## src/rtl/systolic_pkg.sv

```systemverilog
// Shared definitions for the systolic array datapath.
// Provides default array geometry, the output-collector FSM state type and the
// signed result element type.
package systolic_pkg;

  localparam int unsigned DimDef   = 8;
  localparam int unsigned BitsCDef = 16;

  typedef enum logic [1:0] {
    IDLE  = 2'd0,
    FILL  = 2'd1,
    DRAIN = 2'd2
  } memc_state_t;

  typedef logic signed [BitsCDef-1:0] elem_t;

endpackage

```

## src/rtl/deskew_lane.sv

```systemverilog
// One lane of the output deskew: an en-gated shift register of DEPTH stages.
// DEPTH == 0 degenerates to a plain wire.
// Ports:
//   clk    clock
//   rst_n  asynchronous active-low reset, clears all stages
//   en     shift strobe
//   d      lane input
//   q      lane output, d delayed by DEPTH en-strobes
module deskew_lane #(
  parameter int unsigned DEPTH = 0,
  parameter int unsigned BITS  = 16
) (
  input  logic            clk,
  input  logic            rst_n,
  input  logic            en,
  input  logic [BITS-1:0] d,
  output logic [BITS-1:0] q
);

  if (DEPTH == 0) begin : g_wire
    assign q = d;
    logic unused_ok;
    assign unused_ok = ^{clk, rst_n, en};
  end else begin : g_sr
    logic [DEPTH-1:0][BITS-1:0] sr_q;

    always_ff @(posedge clk or negedge rst_n) begin
      if (!rst_n) begin
        sr_q <= '0;
      end else if (en) begin
        sr_q[0] <= d;
        for (int i = 1; i < DEPTH; i++) begin
          sr_q[i] <= sr_q[i-1];
        end
      end
    end

    assign q = sr_q[DEPTH-1];
  end

endmodule

```

## src/rtl/memc_deskew.sv

```systemverilog
// Output deskew / tile collector for the systolic array.
// Realigns diagonally skewed result lanes into whole rows, stores a DIM x DIM
// tile and drains it row by row over a valid/ready stream.
// Optional build macro MEMC_DESKEW_RELU_EN: negative elements are forced to 0 on
// Cout (buffer contents untouched).
// Ports:
//   clk          clock
//   rst_n        asynchronous active-low reset
//   start        begin collecting a tile (IDLE only)
//   en           array advance strobe, sampled in FILL
//   Cin          skewed result lanes
//   out_valid    Cout / out_row_idx hold a valid row
//   out_ready    consumer accepts row
//   out_row_idx  index of row on Cout
//   Cout         aligned result row
//   busy         state != IDLE
//   done         one-cycle pulse after the last row handshake
module memc_deskew
  import systolic_pkg::*;
#(
  parameter int unsigned BITS_C = BitsCDef,
  parameter int unsigned DIM    = DimDef
) (
  input  logic                          clk,
  input  logic                          rst_n,
  input  logic                          start,
  input  logic                          en,
  input  logic [DIM-1:0][BITS_C-1:0]    Cin,
  output logic                          out_valid,
  input  logic                          out_ready,
  output logic [$clog2(DIM)-1:0]        out_row_idx,
  output logic [DIM-1:0][BITS_C-1:0]    Cout,
  output logic                          busy,
  output logic                          done
);

  localparam int unsigned KW = $clog2(2 * DIM - 1);
  localparam int unsigned RW = $clog2(DIM);
  localparam logic [KW-1:0] KLast    = KW'(2 * DIM - 2);
  localparam logic [KW-1:0] KFirstWr = KW'(DIM - 1);
  localparam logic [RW-1:0] RLast    = RW'(DIM - 1);

  memc_state_t                    state_q, state_d;
  logic [KW-1:0]                  k_q, k_d;
  logic [RW-1:0]                  row_q, row_d;
  logic                           done_q, done_d;
  logic [DIM-1:0][DIM-1:0][BITS_C-1:0] buf_q;
  logic [DIM-1:0][BITS_C-1:0]     aligned;
  logic                           shift;
  logic [RW-1:0]                  wr_row;

  assign shift  = en && (state_q == FILL);
  // Aligned row r appears at en-count k = r + DIM - 1.
  assign wr_row = RW'(k_q - KFirstWr);

  // Lane j is delayed DIM-1-j stages so that all lanes of a row line up.
  for (genvar j = 0; j < DIM; j++) begin : g_lane
    deskew_lane #(
      .DEPTH (DIM - 1 - j),
      .BITS  (BITS_C)
    ) u_lane (
      .clk   (clk),
      .rst_n (rst_n),
      .en    (shift),
      .d     (Cin[j]),
      .q     (aligned[j])
    );
  end

  always_ff @(posedge clk or negedge rst_n) begin
    if (!rst_n) begin
      state_q <= IDLE;
      k_q     <= '0;
      row_q   <= '0;
      done_q  <= 1'b0;
    end else begin
      state_q <= state_d;
      k_q     <= k_d;
      row_q   <= row_d;
      done_q  <= done_d;
    end
  end

  always_comb begin
    state_d = state_q;
    k_d     = k_q;
    row_d   = row_q;
    done_d  = 1'b0;
    unique case (state_q)
      IDLE: begin
        if (start) begin
          state_d = FILL;
          k_d     = '0;
        end
      end
      FILL: begin
        if (en) begin
          if (k_q == KLast) begin
            state_d = DRAIN;
            row_d   = '0;
          end else begin
            k_d = k_q + 1'b1;
          end
        end
      end
      DRAIN: begin
        // out_valid is implied by DRAIN, so out_ready alone marks a handshake.
        if (out_ready) begin
          if (row_q == RLast) begin
            state_d = IDLE;
            row_d   = '0;
            done_d  = 1'b1;
          end else begin
            row_d = row_q + 1'b1;
          end
        end
      end
      default: state_d = IDLE;
    endcase
  end

  always_ff @(posedge clk or negedge rst_n) begin
    if (!rst_n) begin
      buf_q <= '0;
    end else if (shift && (k_q >= KFirstWr)) begin
      buf_q[wr_row] <= aligned;
    end
  end

  assign out_valid   = (state_q == DRAIN);
  assign out_row_idx = row_q;
  assign busy        = (state_q != IDLE);
  assign done        = done_q;

  // Cout is zero outside DRAIN so nothing stale leaks onto the stream.
  always_comb begin
    Cout = '0;
    if (state_q == DRAIN) begin
      for (int j = 0; j < DIM; j++) begin
`ifdef MEMC_DESKEW_RELU_EN
        Cout[j] = buf_q[row_q][j][BITS_C-1] ? '0 : buf_q[row_q][j];
`else
        Cout[j] = buf_q[row_q][j];
`endif
      end
    end
  end

endmodule

```

## config.mk

```make
export PLATFORM = sky130hd
export DESIGN_NAME = memc_deskew
export DESIGN_NICKNAME = d
export VERILOG_FILES = /design/src/rtl/systolic_pkg.sv /design/src/rtl/deskew_lane.sv /design/src/rtl/memc_deskew.sv
export SDC_FILE = /design/constraint.sdc
export NUM_CORES = 2
export LEC_CHECK = 0
export CAP_MARGIN = 20
export CORE_UTILIZATION = 35
export DETAILED_ROUTE_END_ITERATION = 6
export PLACE_DENSITY = 0.61
export SETUP_SLACK_MARGIN = 0.15
export SLEW_MARGIN = 20
export SYNTH_ARGS = -nofsm -noshare
export SYNTH_HDL_FRONTEND = slang
export SYNTH_HIERARCHICAL = 1
export SYNTH_SLANG_ARGS = --single-unit
```

## constraint.sdc

```tcl
create_clock -name clk -period 5.47 [get_ports clk]
set_input_delay 1.094 -clock clk [delete_from_list [all_inputs] [get_ports clk]]
set_output_delay 1.094 -clock clk [all_outputs]
set_load 0.01 [all_outputs]
```

Word level (Yosys, flattened, before mapping):

Cells that the tools add are included.

* shift-type cells: 0
* $add $sub $neg: 3
* bitwise gates (word level): 0
* $mul: 0
* magnitude comparators: 4
* eq/ne operators: 10
* muxes and demuxes: 24
* reductions and logical operators: 10
* div/mod/pow operators: 0

Operator list (number)
* $bwmux W1024: 1
* $bmux W128 S3: 1
* $demux W128 S3: 1
* $mux W128: 3
* $mux W3: 4
* $mux W4: 3
* $mux W2: 5
* $lt A3 B4 Y1 const B: 2
* $pmux W4 S2: 1
* $reduce_and A4 Y1: 2
* $ne A2 B1 Y1 const B: 3
* $ne A2 B2 Y1 const B: 3
* $pmux W2 S3: 1
* $pmux W3 S2: 1
* $reduce_bool A2 Y1: 3
* $reduce_and A5 Y1: 1
* $add A4 B1 Y4 const B: 1
* $eq A4 B4 Y1 const B: 1
* $ge A4 B3 Y1 const B: 1
* $add A3 B1 Y3 const B: 1
* $eq A3 B3 Y1 const B: 1
* $ge A3 B1 Y1 const B: 1
* $logic_and A1 B1 Y1: 3
* $mux W1: 3
* other kinds (4): 4

* latch bits: 0
* input port bits: 133
* memories kept: 0
* output and inout bits: 134
* memory bits (writable): 0
* bits in registers: 1482
* word-level logic and storage cells: 147
* bits in read-only memories: 0

Logic depth before layout (Yosys ltp):

* depth in word-level cells: 6
* gate-level depth with buffers: 7
* mapped depth without buffers: 5

Hierarchy:

The synthesis kept the hierarchy.

By module, submodules not included
* memc_deskew: sequential area each 25874.8 sq um, cells each 2707, times used 1, area each 45796.4 sq um
* deskew_lane (g_lane[0].u_lane): sequential area each 2802.7 sq um, cells each 252, times used 1, area each 4296.6 sq um
* deskew_lane (g_lane[1].u_lane): sequential area each 2402.3 sq um, cells each 219, times used 1, area each 3885.0 sq um
* deskew_lane (g_lane[2].u_lane): sequential area each 2001.9 sq um, cells each 185, times used 1, area each 3494.6 sq um
* deskew_lane (g_lane[3].u_lane): sequential area each 1601.5 sq um, cells each 151, times used 1, area each 2798.9 sq um
* deskew_lane (g_lane[4].u_lane): sequential area each 1201.2 sq um, cells each 117, times used 1, area each 1980.6 sq um
* deskew_lane (g_lane[5].u_lane): sequential area each 800.8 sq um, cells each 84, times used 1, area each 1465.2 sq um
* deskew_lane (g_lane[6].u_lane): sequential area each 400.4 sq um, cells each 34, times used 1, area each 649.4 sq um
* deskew_lane (g_lane[7].u_lane): sequential area each 0.0 sq um, cells each 16, times used 1, area each 120.1 sq um

Least setup slack after synthesis:

Ideal clock, no wire load.

* path type: flip-flop to output port
* from: register row_q[0] (netlist: out_row_idx[0])
* to: output port Cout[108] in the netlist's numbering
* data required time: 4.376 ns
* cell stages (with the launch flop): 6
* buffers on the path: 3
* arrival: 1.884 ns
* path slack: 2.492 ns
* cell sequence: dfrtp_1 > buf_2 > buf_2 > buf_2 > mux4_2 > a22o_1

RTL lines
* start, declared: line memc_deskew.sv:45 `logic [RW-1:0] row_q, row_d;`
* start signal, assigned: line memc_deskew.sv:79 `row_q <= row_d;`
* end, declared: line memc_deskew.sv:32 `output logic [DIM-1:0][BITS_C-1:0] Cout,`

==> metrics.cfg <==
[outcome]
status=completed

[setup_path]
worst_setup_path_end_kind=primary output
worstSetupStartpoint=state_q[1]
cpLargestDelayFamily=simple AND/OR/NAND/NOR gates
critPathLaunchType=flop
r2r-start=k_q[0]
critPathMaxFanout=29
worstSetupPathType=reg -> out
cp_slowest_stage_delay_ns=0.60
r2r_slack_ns=2.22
worstPathRequired_ns=4.38
critical_path_buf_inv_count=2
path_cells=nor2b_1, and2_4, buf_4, a22o_1, clkdlybuf4s50_1
arrival_ns=3.77
cpMaxStageDelayCell=and2_4

[finish]
multi_input_area_um2=24800
fin_nets=4067
n_fill_cell=16700
seq_area_um2=37100
final_cell_mix=1480 x dfrtp_1, 1230 x mux2_2, 265 x clkdlybuf4s50_1
syn_to_final_growth_pct=15.5
layout_commonest_cell=dfrtp_1
drive_gt1_share_pct=51.5

[pwr]
total_power_w=0.0415
max-vdd-ir-drop_mv=0.296
p_leak_nw=32.1
power_density_nw_per_um2=557

[clock_network]
clk_pin_slew_ns=0.06
h-tree-depth=4
cts_buffers=165
cts_root_buffer=clkbuf_16
cts-resized-gates=0
clock_latency_ns=0.80
clockBufferDepth=3
tritoncts=yes
clock_sinks=1482

[synth]
synth_top_area_cell=dfrtp_1
synth_edf_count=0
synth.cell_area_um2=64500
yosys-top-cells-area=dfrtp_1 58%, mux2_2 21%, mux4_2 8.9%
ys_seq_area_share_pct=57.5
synthFlopType=dfrtp_1
synth.distinct_cells=47
synth_area_per_cell_um2=17.1
synth-seq-cells=1482
synthDominantCellAreaShare_pct=57.5
syn_inst=3765
synth-async-reset-ratio_pct=100
synth_nets=3902
ys.warnings.count=6

[grt]
grt_antenna_before_repair=8
grt_pass1_vias=35300
grt_max_degree=144
grt_use_total_pct=15.8
grt_pass1_wl_um=226000
grt-ovfl-total=0

[placed_design]
dpl.hpwl_um=84000
port_buffers=266
gp_congestion=0.726

[drt]
antenna_left=0
drt_iter0_markers=1697
drt_first_pass_iters=5
num_vias=32700
wl_um=145000
drt-wirelength-per-cell_um=22.2
via_per_inst=5.01
drcViolationCount=0

[timing]
finalCritPeriodShare_pct=88.8
setup_viol=0
fin_crit_ns=4.86
worst_slew_pin_slew_ns=1.02
slew_violations=0
tns_ns=0
relSlewSlack_pct=32.0
hold_viol=0
rsz0062_at_grt=no
skew_ns=0.0363
fmax_ghz=0.206

[floorplan]
num_rows=157
core_um2=183000
dieHeight_um=431
start_util_pct=35.2
die_x_um=431
pin_count=267
dieArea_um2=186000

[run]
maxCapViolations=0

[worst_hold_path]
min_path_type=in -> async

## state kept, by name, indices dropped and copies added (netlist names)
register and cells:
out_row_idx 3, g_lane.u_lane/q 112, g_lane.u_lane/g_sr.sr_q 336, k_q 4, buf_q 1024, state_q 2, done 1
## report_power, final
part	switching, W	internal [W]
Combinational	0.00371	0.00733
Sequential	0.00332	0.0160
Clock	0.00456	0.00655
Total	0.0116	0.0299
## synthesized netlist by cell type (6+ instances only)
cell         n
dfrtp_1   1482
mux2_2    1230
mux4_2     256
mux2_4     240
buf_4      161
a22o_1     128
buf_2      113
clkbuf_1    48
buf_12      22
buf_6       16
o21ai_0      6
## metal layers
metal	track usage (%)	routed length (um)
met1	21.6	66800
met3	2.54	4440
met5	0	11
met2	25.9	70300
met4	4.25	3000
## worst paths after layout
kind,end,cells after the start
hold / removal,buf_q[793],1
setup / recovery,Cout[79],5
setup reg to reg,buf_q[678],5
hold reg to reg,buf_q[897],1
min in group clk,buf_q[897],1
max in group asynchronous,buf_q[580],2
## per-stage QoR
stage	instances	hold WS [ns]	util (%)	area (um^2)	setup slack, ns
after CTS	6525	0.296	40.7	74500	0.501
after detailed placement	6222	0.473	37.6	68900	0.996
after floorplan	3765	0.453	-	64500	2.49
after global placement	6222	0.474	37.6	68900	1.14
final	6528	0.320	40.7	74500	0.611
after global routing	6527	0.366	40.7	74500	0.436
## cells by family after synthesis
kind of cell,Yosys count,synth area share [%]
multiplexers,1729,36.1
flip-flops,1482,57.5
buffers and inverters,367,4.05
AO/OA/AOI/OAI,144,1.91
AND/OR/NAND/NOR,37,0.367
adder cells (fa/ha/maj),4,0.0776
XOR/XNOR,2,0.0272
## layout make-up
cell class / instances / share of cell area, %
Inverter: 1 / 0.00504
Antenna cell: 3 / 0.0101
Timing Repair Buffer: 364 / 5.28
Multi-Input combinational cell: 1916 / 33.3
Sequential cell: 1482 / 49.8
Clock inverter: 50 / 0.840
Clock buffer: 248 / 6.57
Tap cell: 2464 / 4.14
## timing repair
item / CTS / global route
endpoints found under the setup margin: 1 / 0
setup buffers: 5 / 0
hold buffers: 0 / 0
Power figures use the tool's default switching activity.
